## src/rtl/seg_pkg.sv

```systemverilog
// Shared constants for the multiplexed seven-segment driver: active-low hex
// glyphs, scan FSM states and the idle digit-enable helper.
package seg_pkg;

  localparam logic [7:0] SEG_0   = 8'hC0;
  localparam logic [7:0] SEG_1   = 8'hF9;
  localparam logic [7:0] SEG_2   = 8'hA4;
  localparam logic [7:0] SEG_3   = 8'hB0;
  localparam logic [7:0] SEG_4   = 8'h99;
  localparam logic [7:0] SEG_5   = 8'h92;
  localparam logic [7:0] SEG_6   = 8'h82;
  localparam logic [7:0] SEG_7   = 8'hF8;
  localparam logic [7:0] SEG_8   = 8'h80;
  localparam logic [7:0] SEG_9   = 8'h90;
  localparam logic [7:0] SEG_A   = 8'h88;
  localparam logic [7:0] SEG_B   = 8'h83;
  localparam logic [7:0] SEG_C   = 8'hC6;
  localparam logic [7:0] SEG_D   = 8'hA1;
  localparam logic [7:0] SEG_E   = 8'h86;
  localparam logic [7:0] SEG_F   = 8'h8E;
  localparam logic [7:0] SEG_OFF = 8'hFF;

  typedef enum logic {
    DEAD = 1'b0,
    ON   = 1'b1
  } scan_state_e;

  // Idle level of the digit enables for up to 8 digits; callers slice to width.
  function automatic logic [7:0] sel_off(input logic active_low);
    return {8{active_low}};
  endfunction

endpackage

```

## src/rtl/seg_hex_decode.sv

```systemverilog
// Nibble plus decimal point to active-low seven-segment pattern (seg[7] = dp).
module seg_hex_decode
  import seg_pkg::*;
(
  input  logic [3:0] nibble,
  input  logic       dp,
  output logic [7:0] pattern
);

  always_comb begin
    pattern = SEG_OFF;
    case (nibble)
      4'h0: pattern = SEG_0;
      4'h1: pattern = SEG_1;
      4'h2: pattern = SEG_2;
      4'h3: pattern = SEG_3;
      4'h4: pattern = SEG_4;
      4'h5: pattern = SEG_5;
      4'h6: pattern = SEG_6;
      4'h7: pattern = SEG_7;
      4'h8: pattern = SEG_8;
      4'h9: pattern = SEG_9;
      4'hA: pattern = SEG_A;
      4'hB: pattern = SEG_B;
      4'hC: pattern = SEG_C;
      4'hD: pattern = SEG_D;
      4'hE: pattern = SEG_E;
      4'hF: pattern = SEG_F;
      default: pattern = SEG_OFF;
    endcase
    if (dp) pattern[7] = 1'b0;
  end

endmodule

```

## src/rtl/seg_dynamic.sv

```systemverilog
// Multiplexed seven-segment scanner with dead time and frame-aligned double buffering.
// Optional SEG_LEADING_ZERO_BLANK_EN darkens leading zero digits (digit 0 always shows).
module seg_dynamic
  import seg_pkg::*;
#(
  parameter int DIGITS         = 6,
  parameter int DIGIT_CYCLES   = 50000,
  parameter int DEAD_CYCLES    = 500,
  parameter int SEL_ACTIVE_LOW = 1,
  parameter int SEG_ACTIVE_LOW = 1
) (
  input  logic                  sys_clk,
  input  logic                  sys_rst,
  input  logic                  load,
  input  logic [4*DIGITS-1:0]   data,
  input  logic [DIGITS-1:0]     dp,
  input  logic [DIGITS-1:0]     blank,
  output logic                  busy,
  output logic                  frame_done,
  output logic [DIGITS-1:0]     sel,
  output logic [7:0]            seg
);

  localparam int IDX_W = (DIGITS > 1) ? $clog2(DIGITS) : 1;
  localparam int CNT_W = $clog2(DIGIT_CYCLES);
  localparam logic [CNT_W-1:0] SLOT_LAST = CNT_W'(DIGIT_CYCLES - 1);
  localparam logic [CNT_W-1:0] DEAD_LAST = CNT_W'((DEAD_CYCLES > 0) ? DEAD_CYCLES - 1 : 0);
  localparam logic [IDX_W-1:0] IDX_LAST  = IDX_W'(DIGITS - 1);
  localparam scan_state_e      SLOT_START = (DEAD_CYCLES > 0) ? DEAD : ON;
  localparam logic [7:0]        SEL_OFF8  = sel_off(SEL_ACTIVE_LOW != 0);
  localparam logic [DIGITS-1:0] SEL_IDLE  = SEL_OFF8[DIGITS-1:0];
  localparam logic [7:0]        SEG_IDLE  = (SEG_ACTIVE_LOW != 0) ? SEG_OFF : ~SEG_OFF;

  scan_state_e          state_q, state_d;
  logic [CNT_W-1:0]     cnt_q, cnt_d;
  logic [IDX_W-1:0]     idx_q, idx_d;
  logic                 wrap;

  logic [4*DIGITS-1:0]  disp_data_q, disp_data_d;
  logic [DIGITS-1:0]    disp_dp_q, disp_dp_d;
  logic [DIGITS-1:0]    disp_blank_q, disp_blank_d;
  logic [4*DIGITS-1:0]  pend_data_q, pend_data_d;
  logic [DIGITS-1:0]    pend_dp_q, pend_dp_d;
  logic [DIGITS-1:0]    pend_blank_q, pend_blank_d;
  logic                 busy_q, busy_d;
  logic                 frame_done_q, frame_done_d;
  logic [DIGITS-1:0]    sel_q, sel_d;
  logic [7:0]           seg_q, seg_d;

  logic [3:0]           nibbles [DIGITS];
  logic [DIGITS-1:0]    blank_eff;
  logic [DIGITS-1:0]    digit_onehot;
  logic [7:0]           digit_pattern;

  // Slot sequencer: DEAD for DEAD_CYCLES, then ON until the slot ends.
  always_comb begin
    state_d = state_q;
    cnt_d   = cnt_q + CNT_W'(1);
    idx_d   = idx_q;
    wrap    = 1'b0;
    case (state_q)
      DEAD: begin
        if (cnt_q == DEAD_LAST) state_d = ON;
      end
      ON: begin
        if (cnt_q == SLOT_LAST) begin
          cnt_d   = '0;
          state_d = SLOT_START;
          if (idx_q == IDX_LAST) begin
            idx_d = '0;
            wrap  = 1'b1;
          end else begin
            idx_d = idx_q + IDX_W'(1);
          end
        end
      end
      default: state_d = SLOT_START;
    endcase
  end

  // A load coinciding with the boundary bypasses the pending buffer.
  always_comb begin
    disp_data_d  = disp_data_q;
    disp_dp_d    = disp_dp_q;
    disp_blank_d = disp_blank_q;
    pend_data_d  = pend_data_q;
    pend_dp_d    = pend_dp_q;
    pend_blank_d = pend_blank_q;
    busy_d       = busy_q;
    frame_done_d = wrap;
    if (wrap && load) begin
      disp_data_d  = data;
      disp_dp_d    = dp;
      disp_blank_d = blank;
      busy_d       = 1'b0;
    end else if (wrap && busy_q) begin
      disp_data_d  = pend_data_q;
      disp_dp_d    = pend_dp_q;
      disp_blank_d = pend_blank_q;
      busy_d       = 1'b0;
    end else if (load) begin
      pend_data_d  = data;
      pend_dp_d    = dp;
      pend_blank_d = blank;
      busy_d       = 1'b1;
    end
  end

`ifdef SEG_LEADING_ZERO_BLANK_EN
  logic [DIGITS:0] upper_zero;
  assign upper_zero[DIGITS] = 1'b1;
`endif

  genvar gi;
  generate
    for (gi = 0; gi < DIGITS; gi++) begin : g_digit
      assign nibbles[gi] = disp_data_q[4*gi +: 4];
`ifdef SEG_LEADING_ZERO_BLANK_EN
      assign upper_zero[gi] = (disp_data_q[4*gi +: 4] == 4'h0) & upper_zero[gi+1];
      assign blank_eff[gi]  = disp_blank_q[gi] | (upper_zero[gi] & (gi != 0));
`else
      assign blank_eff[gi]  = disp_blank_q[gi];
`endif
    end
  endgenerate

  assign digit_onehot = DIGITS'(1) << idx_q;

  seg_hex_decode u_decode (
    .nibble  (nibbles[idx_q]),
    .dp      (disp_dp_q[idx_q]),
    .pattern (digit_pattern)
  );

  // Pins are registered from the current state, so they trail the FSM by one cycle.
  always_comb begin
    sel_d = SEL_IDLE;
    seg_d = SEG_IDLE;
    if (state_q == ON && !blank_eff[idx_q]) begin
      sel_d = (SEL_ACTIVE_LOW != 0) ? ~digit_onehot : digit_onehot;
      seg_d = (SEG_ACTIVE_LOW != 0) ? digit_pattern : ~digit_pattern;
    end
  end

  always_ff @(posedge sys_clk) begin
    if (sys_rst) begin
      state_q      <= SLOT_START;
      cnt_q        <= '0;
      idx_q        <= '0;
      disp_data_q  <= '0;
      disp_dp_q    <= '0;
      disp_blank_q <= '1;
      pend_data_q  <= '0;
      pend_dp_q    <= '0;
      pend_blank_q <= '1;
      busy_q       <= 1'b0;
      frame_done_q <= 1'b0;
      sel_q        <= SEL_IDLE;
      seg_q        <= SEG_IDLE;
    end else begin
      state_q      <= state_d;
      cnt_q        <= cnt_d;
      idx_q        <= idx_d;
      disp_data_q  <= disp_data_d;
      disp_dp_q    <= disp_dp_d;
      disp_blank_q <= disp_blank_d;
      pend_data_q  <= pend_data_d;
      pend_dp_q    <= pend_dp_d;
      pend_blank_q <= pend_blank_d;
      busy_q       <= busy_d;
      frame_done_q <= frame_done_d;
      sel_q        <= sel_d;
      seg_q        <= seg_d;
    end
  end

  assign busy       = busy_q;
  assign frame_done = frame_done_q;
  assign sel        = sel_q;
  assign seg        = seg_q;

endmodule

```

## config.mk

```make
export PLATFORM = sky130hd
export DESIGN_NAME = seg_dynamic
export DESIGN_NICKNAME = d
export VERILOG_FILES = /design/src/rtl/seg_pkg.sv /design/src/rtl/seg_hex_decode.sv /design/src/rtl/seg_dynamic.sv
export SDC_FILE = /design/constraint.sdc
export NUM_CORES = 1
export LEC_CHECK = 0
export CAP_MARGIN = 20
export CELL_PAD_IN_SITES_DETAIL_PLACEMENT = 1
export CELL_PAD_IN_SITES_GLOBAL_PLACEMENT = 1
export CORE_MARGIN = 2
export CORE_UTILIZATION = 35
export DETAILED_ROUTE_END_ITERATION = 8
export PLACE_DENSITY = 0.7
export SLEW_MARGIN = 15
export SYNTH_ARGS = -nofsm -noshare
export SYNTH_HDL_FRONTEND = slang
export SYNTH_HIERARCHICAL = 1
export SYNTH_SLANG_ARGS = --single-unit
```

## constraint.sdc

```tcl
create_clock -name sys_clk -period 2.6 [get_ports sys_clk]
set_input_delay 0.39 -clock sys_clk [delete_from_list [all_inputs] [get_ports sys_clk]]
set_output_delay 0.39 -clock sys_clk [all_outputs]
set_load 0.1 [all_outputs]
```

==> flow_metrics.env <==
export IMPL_place_hpwl_mm=10.3
export IMPL_finalHoldViolations=0
export IMPL_coreArea_sq_um=15100
export IMPL_critPathMaxFanout=7
export IMPL_critical_path_required_ns=2.81
export IMPL_worst_setup_path_end_kind="flip-flop"
export IMPL_pwr_share_clk_pct=40.5
export IMPL_h_tree_depth=3
export IMPL_cp_common_cell="inv_1"
export IMPL_synth_edff_count=0
export IMPL_synth_top_family_by_area="simple AND/OR/NAND/NOR gates"
export IMPL_stdcell_area_sq_um=6360
export IMPL_via_count=4724
export IMPL_routedWlPerCell_microns=18.5
export IMPL_grt_max_degree=70
export IMPL_drt_iter0_drc=267
export IMPL_power_frac_comb_pct=8.8
export IMPL_io_pins=55
export IMPL_syn_mean_instance_area_sq_um=8.95
export IMPL_cp_cell_sequence="buf_4 -> mux2i_1 -> o21ai_1 -> inv_1 -> ha_1 -> inv_1 -> mux4_1 -> nand2b_1"
export IMPL_synth_seq_area_share_pct=40.3
export IMPL_chipHeight_microns=128
export IMPL_cpMaxStageDelayCell="mux4_1"
export IMPL_rrSetupSlack_ns=0.17
export IMPL_slew_headroom_pct=50.6
export IMPL_cts_buffers=9
export IMPL_cpPeakStageDelay_ns=0.47
export IMPL_clock_sinks=108
export IMPL_yosys_area_share_simple_pct=24.4
export IMPL_clk_path_buf_depth=2
export IMPL_hold_class="in2reg"
export IMPL_arrival_ns=2.65
export IMPL_power_density_nw_per_um2=542
export IMPL_rows=45
export IMPL_grt_usage_pct=19.5
export IMPL_syn_area_sq_um=5360
export IMPL_postRouteAntennaNets=0
export IMPL_path_class="reg2reg"
export IMPL_cts_root_buf="clkbuf_16"
export IMPL_power_share_sequential_pct=50.7
export IMPL_sw_frac_of_total_pct=24.7
export IMPL_setup_tns_ns=0
export IMPL_wirelength_mm=15.3
export IMPL_ys_async_sr_fraction_pct=0
export IMPL_avgViaCountPerCell=5.71
export IMPL_initial_core_util_pct=35.5
export IMPL_antenna_cells=0
export IMPL_slew_violations=0
export IMPL_routabilityCongestion=0.807
export IMPL_first_pass_iters=4
export IMPL_grt_setup_unrepaired="false"
export IMPL_maxCapViolCount=0
export IMPL_leakagePower_uw=0.00228
export IMPL_drc=0
export IMPL_drive_gt1_share_pct=11.7
export IMPL_ys_flop_type="dfxtp_1"
export IMPL_path_clk_slew_ns=0.07
export IMPL_yosys_warnings=6
export IMPL_syn2layout_area_growth_pct=18.7
export IMPL_ctsHoldBuffers=0
export IMPL_post_place_cells=811
export IMPL_fin_crit_sh_pct=93.6
export IMPL_synth_nets=647
export IMPL_placed_cell_area_sq_um=6060
export IMPL_postCtsSetupRepairBufs=0
export IMPL_synth_compound_area_share_pct=20.7
export IMPL_crit_buf_inv=3
export IMPL_io_buffers=54
export IMPL_die_area_sq_um=16300
export IMPL_path_delay_family="multiplexers"
export IMPL_worst_pin_slew_ns=0.741
export IMPL_final_nets=682
export IMPL_netSwitchingPower_uw=854
export IMPL_overflow=0
export IMPL_ir_drop_v=0.000431
export IMPL_crit_path_start_kind="flip-flop"
export IMPL_grt_pass1_vias=4903
export IMPL_finalNonFillerCells=827
export IMPL_synthXorXnorAreaFrac_pct=2.29
export IMPL_synth_cell_type_count=54
export IMPL_period_minus_slack_ns=2.43
export IMPL_timing_fmax_mhz=411
export IMPL_antenna_found_initial=0
export IMPL_grt_pass1_wl_mm=25.4
export IMPL_syn_inst=599
export IMPL_synth_seq_cells=108
export IMPL_setup_violations=0
export IMPL_synthAdderAreaFrac_pct=2.10
export IMPL_final_core_util_pct=42.2
export IMPL_clock_skew_ns=0.00598
export IMPL_clock_latency_ns=0.36
export IMPL_die_w_microns=128
export IMPL_p_int_uw=2600
export IMPL_cts_tree="yes"
export IMPL_status="complete, no violations"
export IMPL_synth_mux_area_share_pct=4.90
==> layer usage <==
metal / vias to the layer above / global-route usage (%) / wire length, microns
met5: - / 0 / 0
met4: 0 / 4.59 / 212
met3: 15 / 5.18 / 628
met2: 82 / 33.8 / 7410
met1: 2334 / 24.4 / 7030
li1: 2293 / - / -
==> area by class of cell <==
type	instances	area, sq um
clock inverter	7	77.6
inverter	16	60.1
sequential	108	2160
tap	188	235
clock buffer	9	225
timing repair buffer	78	683
multi-input combinational	421	2920
fill	1718	8720
==> power groups by stage <==
stage / registers [uW] / logic, uW / clock network, uW
finish: 1750 / 304 / 1400
global placement: 1780 / 293 / 0
detailed placement: 1790 / 305 / 0
floorplan: 1780 / 174 / 0
global route: 1750 / 335 / 1510
CTS: 1750 / 307 / 1450
==> flip-flops by register name, summed over array words and instances (netlist names) <==
name,count
busy,1
frame_done,1
cnt_q,16
idx_q,3
disp_data_q,24
disp_dp_q,6
pend_dp_q,6
sel,6
state_q,1
blank_eff,6
pend_data_q,24
seg,8
pend_blank_q,6
==> cell usage after synthesis, drive strengths merged, types with 6 or more instances <==
cell type,number,share of area [%]
nand4,7,0.82
dfxtp,108,40
or4b,31,5.8
ha,9,2.1
o2bb2ai,30,4.9
a221o,6,1.1
xor2,8,1.3
a32oi,30,4.9
buf,9,1.1
mux4,7,3.0
a21boi,28,3.9
o211ai,12,1.7
nor2,58,4.1
mux2i,9,1.7
o21ai,10,0.93
nand3,37,3.5
nand2b,10,1.2
inv,16,1.1
xnor2,6,0.98
a22o,8,1.3
nand2,71,5.0
clkbuf,45,3.2
==> cells by family (layout without fill, tap and decap cells) <==
| kind of cell | after synthesis | count (layout) |
|---|---|---|
| AO/OA/AOI/OAI | 137 | 137 |
| buffers and inverters | 70 | 110 |
| XOR/XNOR | 14 | 14 |
| flip-flops | 108 | 108 |
| multiplexers | 17 | 17 |
| AND/OR/NAND/NOR | 244 | 244 |
| adder cells (fa/ha/maj) | 9 | 9 |
==> path summary, 6_finish.rpt <==
check	cells past startpoint	end	from
worst max-delay path	8	seg[3]$_SDFF_PP1_	idx_q[0]$_SDFFE_PP0P_
worst min-delay path	2	cnt_q[2]$_SDFF_PP0_	sys_rst
worst max register to register	8	seg[3]$_SDFF_PP1_	idx_q[0]$_SDFFE_PP0P_
worst min register to register	1	disp_data_q[11]$_SDFFE_PP0P_	disp_data_q[11]$_SDFFE_PP0P_
==> worst register-to-register path, cell delays in order, from the launching register on <==
cell and delay (ns):
dfxtp_1 0.42, buf_4 0.18, mux2i_1 0.08, o21ai_1 0.42, inv_1 0.19, ha_1 0.32
inv_1 0.05, mux4_1 0.47, nand2b_1 0.17
==> through the flow <==
step / total power (uW) / hold slack, ns / setup WS, ns
final: 3450 / 0.240 / 0.167
after global routing: 3600 / 0.254 / 0.0203
after CTS: 3500 / 0.225 / 0.0513
after detailed placement: 2090 / 0.444 / 0.107
after global placement: 2070 / 0.442 / 0.217
after floorplan: 1950 / 0.426 / 0.100
==> what timing repair did <==
| item | CTS | global route |
|---|---|---|
| resized for setup | 0 | 1 |
| hold endpoints to repair | 0 | 0 |
| setup endpoints to repair | 0 | 3 |
==> cell usage in the layout (no fill, tap or decap), types with 10 or more instances in the layout <==
| master | Yosys | final |
|---|---|---|
| nand2_1 | 70 | 70 |
| nor2_1 | 58 | 58 |
| nand3_1 | 36 | 35 |
| a32oi_1 | 30 | 30 |
| buf_4 | 0 | 39 |
| dfxtp_1 | 108 | 108 |
| inv_1 | 16 | 16 |
| or4b_1 | 30 | 30 |
| o211ai_1 | 12 | 12 |
| nand2b_1 | 10 | 10 |
| clkdlybuf4s50_1 | 0 | 36 |
| o2bb2ai_1 | 30 | 30 |
| a21boi_0 | 28 | 28 |
(Power assumes the default switching activity.)
==> edit 1: new RTL, same settings <==
The parameter `DIGITS` goes from 6 to 5.
--- a/src/rtl/seg_dynamic.sv
+++ b/src/rtl/seg_dynamic.sv
@@ -3,7 +3,7 @@
 module seg_dynamic
   import seg_pkg::*;
 #(
-  parameter int DIGITS         = 6,
+  parameter int DIGITS         = 5,
   parameter int DIGIT_CYCLES   = 50000,
   parameter int DEAD_CYCLES    = 500,
   parameter int SEL_ACTIVE_LOW = 1,
Interface: changed (resized blank, data, dp and sel); port bits go from 55 to 48. The function was not compared with the original's and may differ.
==> edit 1 against the unedited design <==
- setup slack lost 0.026 ns
- final area down 11%
- via count is 12% lower
- worst hold slack improved by 0.23 ns
- synthesized cell count shrank 16%
- synthesized area down 11%
- wire length fell by 15%
- first-iteration DRC count decreased by 18%
- count of clock-buffer cells in the layout is 4 higher
- total power fell by 12%
- die area is 11% lower
- critical path depth did not move
- global-route usage decreased by 0.91 points
- sequential cell count fell by 13
- largest cell class unchanged
- largest power group unchanged
==> edit 1: results (changes against the unedited design) <==
The run finished with clean final reports. The number of global-route vias before repair came out at 4209 (-14%). The routed wire length per instance is 18.1 um (-2.3%).

The last weighted congestion value of the routability-driven placer was 0.803 (-0.47%). The endpoint identified for the worst register-to-register timing path is seg[0]. The stage delay of the slowest cell on the critical path is 0.53 ns (+0.06 ns). The number of distinct library cell variants in the gate-level netlist after synthesis is 62 (+15%). The depth of the most critical reg-to-reg path came to 8 (unchanged). The worst hold margin came out at 0.466 ns (+0.227 ns).

By area the synthesized netlist is led by sky130_fd_sc_hd__dfxtp_1 (40%), sky130_fd_sc_hd__o2bb2ai_1 (3.7%), sky130_fd_sc_hd__nand2_1 (3.5%). On the critical path, the stage with the largest delay is an instance of sky130_fd_sc_hd__mux4_2. The depth of the worst hold-timing path came out at 1 (-1).

The number of fillers in the final layout is 1526 (-11%). The final non-filler cell total is 716 (-13%). Clock-pin slew was measured on the worst setup and hold paths at 0.06 ns. The fraction of met1 tracks used by global routing came out at 0.243 (-0.00117).

The wire length of the first global-routing pass was 21.6 mm (-15%). The path class of the tightest hold or removal check is register to register. The worst clock skew on the final layout is 0.00851 ns (+0.00253 ns). The net count after synthesis is 550 (-15%). The proportion of synthesized chip area in sequential cells is 0.398 (-0.00504). The worst hold path begins at disp_dp_q[0]. The pin count of the biggest net entering global routing is 57 (-19%).

The detailed router's first-iteration violation count is 219 (-18%). The met3 routed wirelength came out at 474 um (-25%). The worst-case setup margin in the final layout is 0.141 ns (-0.0258 ns). The commonest cells after synthesis are sky130_fd_sc_hd__dfxtp_1 (95), sky130_fd_sc_hd__nand2_1 (45), sky130_fd_sc_hd__nor2_1 (41). The global routing usage summed across all routing layers came out at 0.186 (-0.00911).

The largest registers in the layout are disp_data_q (20), pend_data_q (20), cnt_q (16). The final HPWL from detailed placement is 9.00 mm (-13%). The port buffer count came out at 47 (-13%). The number of nets in the final layout is 581 (-15%). The met2 routed wirelength came out at 6.22 mm (-16%).

The average via count per standard cell was 5.78 (+1.3%). The maximum vdd drop came out at 0.278 mV (-35%). The number of cells produced by synthesis came out at 504 (-16%).

The leakage power of the design came out at 1.94 nW (-15%). The share of cells above drive strength 1 is 0.135 (+0.0178). The growth of design area from synthesis to finish came out at 18.4%. For hold timing, the worst endpoint is disp_dp_q[0]. The routed length on met1 is 6.01 mm (-14%). The placed instance area came out at 0.00537 mm2 (-11%). The slew of the pin with the lowest slew margin is 0.775 ns (+0.0347 ns). The worst-case setup slack after placement came out at 0.0415 ns (-0.0652 ns). The met3 track demand over resource in global routing came to 0.0278 (-0.0239).

The met2 demand-to-capacity share in global routing is 0.310 (-0.0279). The count of placed standard cells including taps came out at 700 (-14%).
==> edit 1: cell types whose count changed after synthesis, sizes merged, moves of 12 or more <==
cell / change
clkbuf: -18
nand2: -26
o311ai: +23
or4b: -31
nand4: +18
dfxtp: -13
nor2: -17
nand3: -24
a32oi: -12
==> edit 1: cells by family (layout without fill, tap and decap cells) <==
logic type | Yosys count | after routing | synth area share
buffers and inverters | 60 | 96 | 0.0561
adder cells (fa/ha/maj) | 13 | 13 | 0.0341
XOR/XNOR | 14 | 14 | 0.0257
AO/OA/AOI/OAI | 146 | 146 | 0.257
AND/OR/NAND/NOR | 164 | 164 | 0.184
flip-flops | 95 | 95 | 0.398
multiplexers | 12 | 12 | 0.0446
==> edit 1: worst max-delay path by stage <==
| stage | startpoint | to |
|---|---|---|
| 3_5_place_dp | idx_q[0] | seg[0] |
| 2_1_floorplan | idx_q[0] | seg[0] |
| 5_1_grt | cnt_q[6] | disp_data_q[15] |
| 6_report | idx_q[0] | seg[0] |
| 3_3_place_gp | idx_q[0] | seg[0] |
| 4_1_cts | idx_q[0] | seg[0] |
==> edit 1: final cells by class <==
cell class,count,area share
Clock buffer,13,0.0460
Clock inverter,3,0.00310
Inverter,15,0.00996
Multi-Input combinational cell,349,0.461
Sequential cell,95,0.337
Tap cell,176,0.0389
Timing Repair Buffer,65,0.104
==> edit 1: power by group through the flow <==
stage | clock [mW] | combinational [mW] | sequential (mW)
after floorplan | 0 | 0.151 | 1.57
after global placement | 0 | 0.253 | 1.57
after detailed placement | 0 | 0.262 | 1.57
after CTS | 1.29 | 0.264 | 1.54
after global routing | 1.34 | 0.289 | 1.55
final | 1.25 | 0.262 | 1.54
==> edit 1: timing repair <==
action                                  CTS  global route
hold buffers                              0             0
endpoints found under the setup margin    0            13
resized for setup                         0             3
==> edit 2: new RTL, config.mk and constraints unchanged <==
Made on the original files. The output `sel` loses its register stage (`sel_q` becomes a continuous assignment).
--- a/src/rtl/seg_dynamic.sv
+++ b/src/rtl/seg_dynamic.sv
@@ -155,7 +155,6 @@
       pend_blank_q <= '1;
       busy_q       <= 1'b0;
       frame_done_q <= 1'b0;
-      sel_q        <= SEL_IDLE;
       seg_q        <= SEG_IDLE;
     end else begin
       state_q      <= state_d;
@@ -169,10 +168,11 @@
       pend_blank_q <= pend_blank_d;
       busy_q       <= busy_d;
       frame_done_q <= frame_done_d;
-      sel_q        <= sel_d;
       seg_q        <= seg_d;
     end
   end
+
+  assign sel_q = sel_d;
 
   assign busy       = busy_q;
   assign frame_done = frame_done_q;
Function: no difference found for any inputs over 10 cycles, from zero or initial values and one cycle with sys_rst high; that may be too few to reach the edited logic, so the function may still have changed.
==> edit 2 against the unedited design <==
- setup slack got worse by 0.031 ns
- wire length decreased by 18%
- critical path type is now register to output pin
- synthesized area is 9.3% lower
- final area fell by 6.8%
- sequential share of layout area is 0.53 points higher
- sequential cell count shrank 6
- total power decreased by 6.6%
- cell count fell by 13%
==> edit 2: results (changes against the unedited design) <==
The detailed-router iteration count before antenna repair is 4 (unchanged). The count of instances resized after the clock tree is built was 1 (+1). The total length of routed wires came out at 12.5 mm (-18%). The share of total power in combinational logic came out at 0.085 (-0.003). The largest fanout on the critical path is 9 (+2).

The depth of the worst hold-timing path is 1 (-1). The share of total power consumed by net switching came out at 0.230 (-0.0178). The depth of the most critical reg-to-reg path is 9 (+1). The leakage power of the design is 2.13 nW (-6.6%). The detailed router's first-iteration violation count came out at 222 (-17%).

The number of fillers in the final layout was 1549 (-9.8%). The family of cells with the greatest summed delay on the critical path is multiplexers. The worst-case setup slack after placement was 0.0766 ns (-0.0300 ns). The number of antenna violations at the first check in global routing is 0 (unchanged). The share of the core filled with cells is 0.432 (+0.0104).

The global routing usage summed across all routing layers is 0.178 (-0.0177). The tree is rooted in a sky130_fd_sc_hd__clkbuf_16. The count of placed standard cells including taps was 701 (-14%). The last weighted congestion value of the routability-driven placer came out at 0.820 (+1.6%).

The final HPWL from detailed placement came out at 8.54 mm (-17%). The proportion of synthesized chip area in sequential cells came to 0.420 (+0.0167). The internal power summed over all cells was 2.48 mW (-4.4%). The net count after synthesis came out at 536 (-17%). The later-pin clock latency in the skew report is 0.35 ns. The critical path ends at sel[3]. The wire length of the first global-routing pass came out at 20.6 mm (-19%). The largest registers in the layout are disp_data_q (24), pend_data_q (24), cnt_q (16). The worst reg-to-reg setup slack came out at 0.28 ns (+0.11 ns). The share of cells above drive strength 1 is 0.126 (+0.00879). The worst hold path begins at cnt_q[0]. The largest individual stage delay along the critical path comes from the cell sky130_fd_sc_hd__mux4_2. The number of distinct library cell variants in the gate-level netlist after synthesis came out at 50 (-7.4%). The worst slew margin relative to its limit came out at 0.518 (+0.0124). The pin count of the biggest net entering global routing is 59 (-16%). Sorting the synthesized cells by area gives the leading types as sky130_fd_sc_hd__dfxtp_1 (42%), sky130_fd_sc_hd__mux2i_1 (9.5%), sky130_fd_sc_hd__nand2b_1 (8.9%). The number of flops mapped to enable cells by yosys is 0 (unchanged). The number of global-route vias before repair is 3936 (-20%).

The maximum vdd drop was 0.308 mV (-29%). The stage delay of the slowest cell on the critical path is 0.53 ns (+0.06 ns). The startpoint of the most critical register-to-register path is idx_q[0]. The average via count per standard cell came out at 5.31 (-7.1%). The part of the total power dissipated in the clock network came out at 0.411 (+0.006).

The worst clock skew on the final layout is 0.00893 ns (+0.00294 ns). The via count came out at 3815 (-19%). The hold path endpoint is cnt_q[0]. The arrival time reported for the critical path endpoint came out at 2.07 ns (-0.58 ns).

The worst hold margin was 0.473 ns (+0.234 ns). The synthesized area per cell is 9.96 um2 (+11%). The end of the worst register-to-register path is seg[0]. The worst-case setup margin in the final layout is 0.135 ns (-0.0314 ns). The placed instance area was 0.00562 mm2 (-7.2%).

The worst hold path belongs to the class register to register. The run finished with clean final reports. By count the netlist is led by sky130_fd_sc_hd__dfxtp_1 (102), sky130_fd_sc_hd__nand2b_1 (69), sky130_fd_sc_hd__mux2i_1 (46). The number of nets in the final layout came out at 582 (-15%).
[edit 2: cell count changes after synthesis, sizes merged, moves of 27 or more]
cell and delta:
nand3 -29, mux2i +37, nand2b +59, a32oi -30, a22oi +28, nand2 -60
a21boi -27, or4b -30
[edit 2: kinds of logic after synthesis]
| logic type | Yosys count | synth area share |
|---|---|---|
| XOR/XNOR | 14 | 0.0252 |
| buffers and inverters | 44 | 0.0448 |
| multiplexers | 54 | 0.130 |
| AND/OR/NAND/NOR | 170 | 0.204 |
| AO/OA/AOI/OAI | 95 | 0.153 |
| flip-flops | 102 | 0.420 |
| adder cells (fa/ha/maj) | 9 | 0.0232 |
[edit 2: per-layer routing]
layer  global-route usage  part of all wire
met2                0.297              0.51
met4               0.0611             0.014
met3               0.0379             0.030
met5                    0                 0
met1                0.227              0.45
[edit 2: cell type report]
cell class,count,share of cell area
multi-input combinational,342,0.442
clock buffer,12,0.0399
inverter,8,0.00506
timing repair buffer,71,0.122
clock inverter,4,0.00802
tap,180,0.0380
sequential,102,0.345
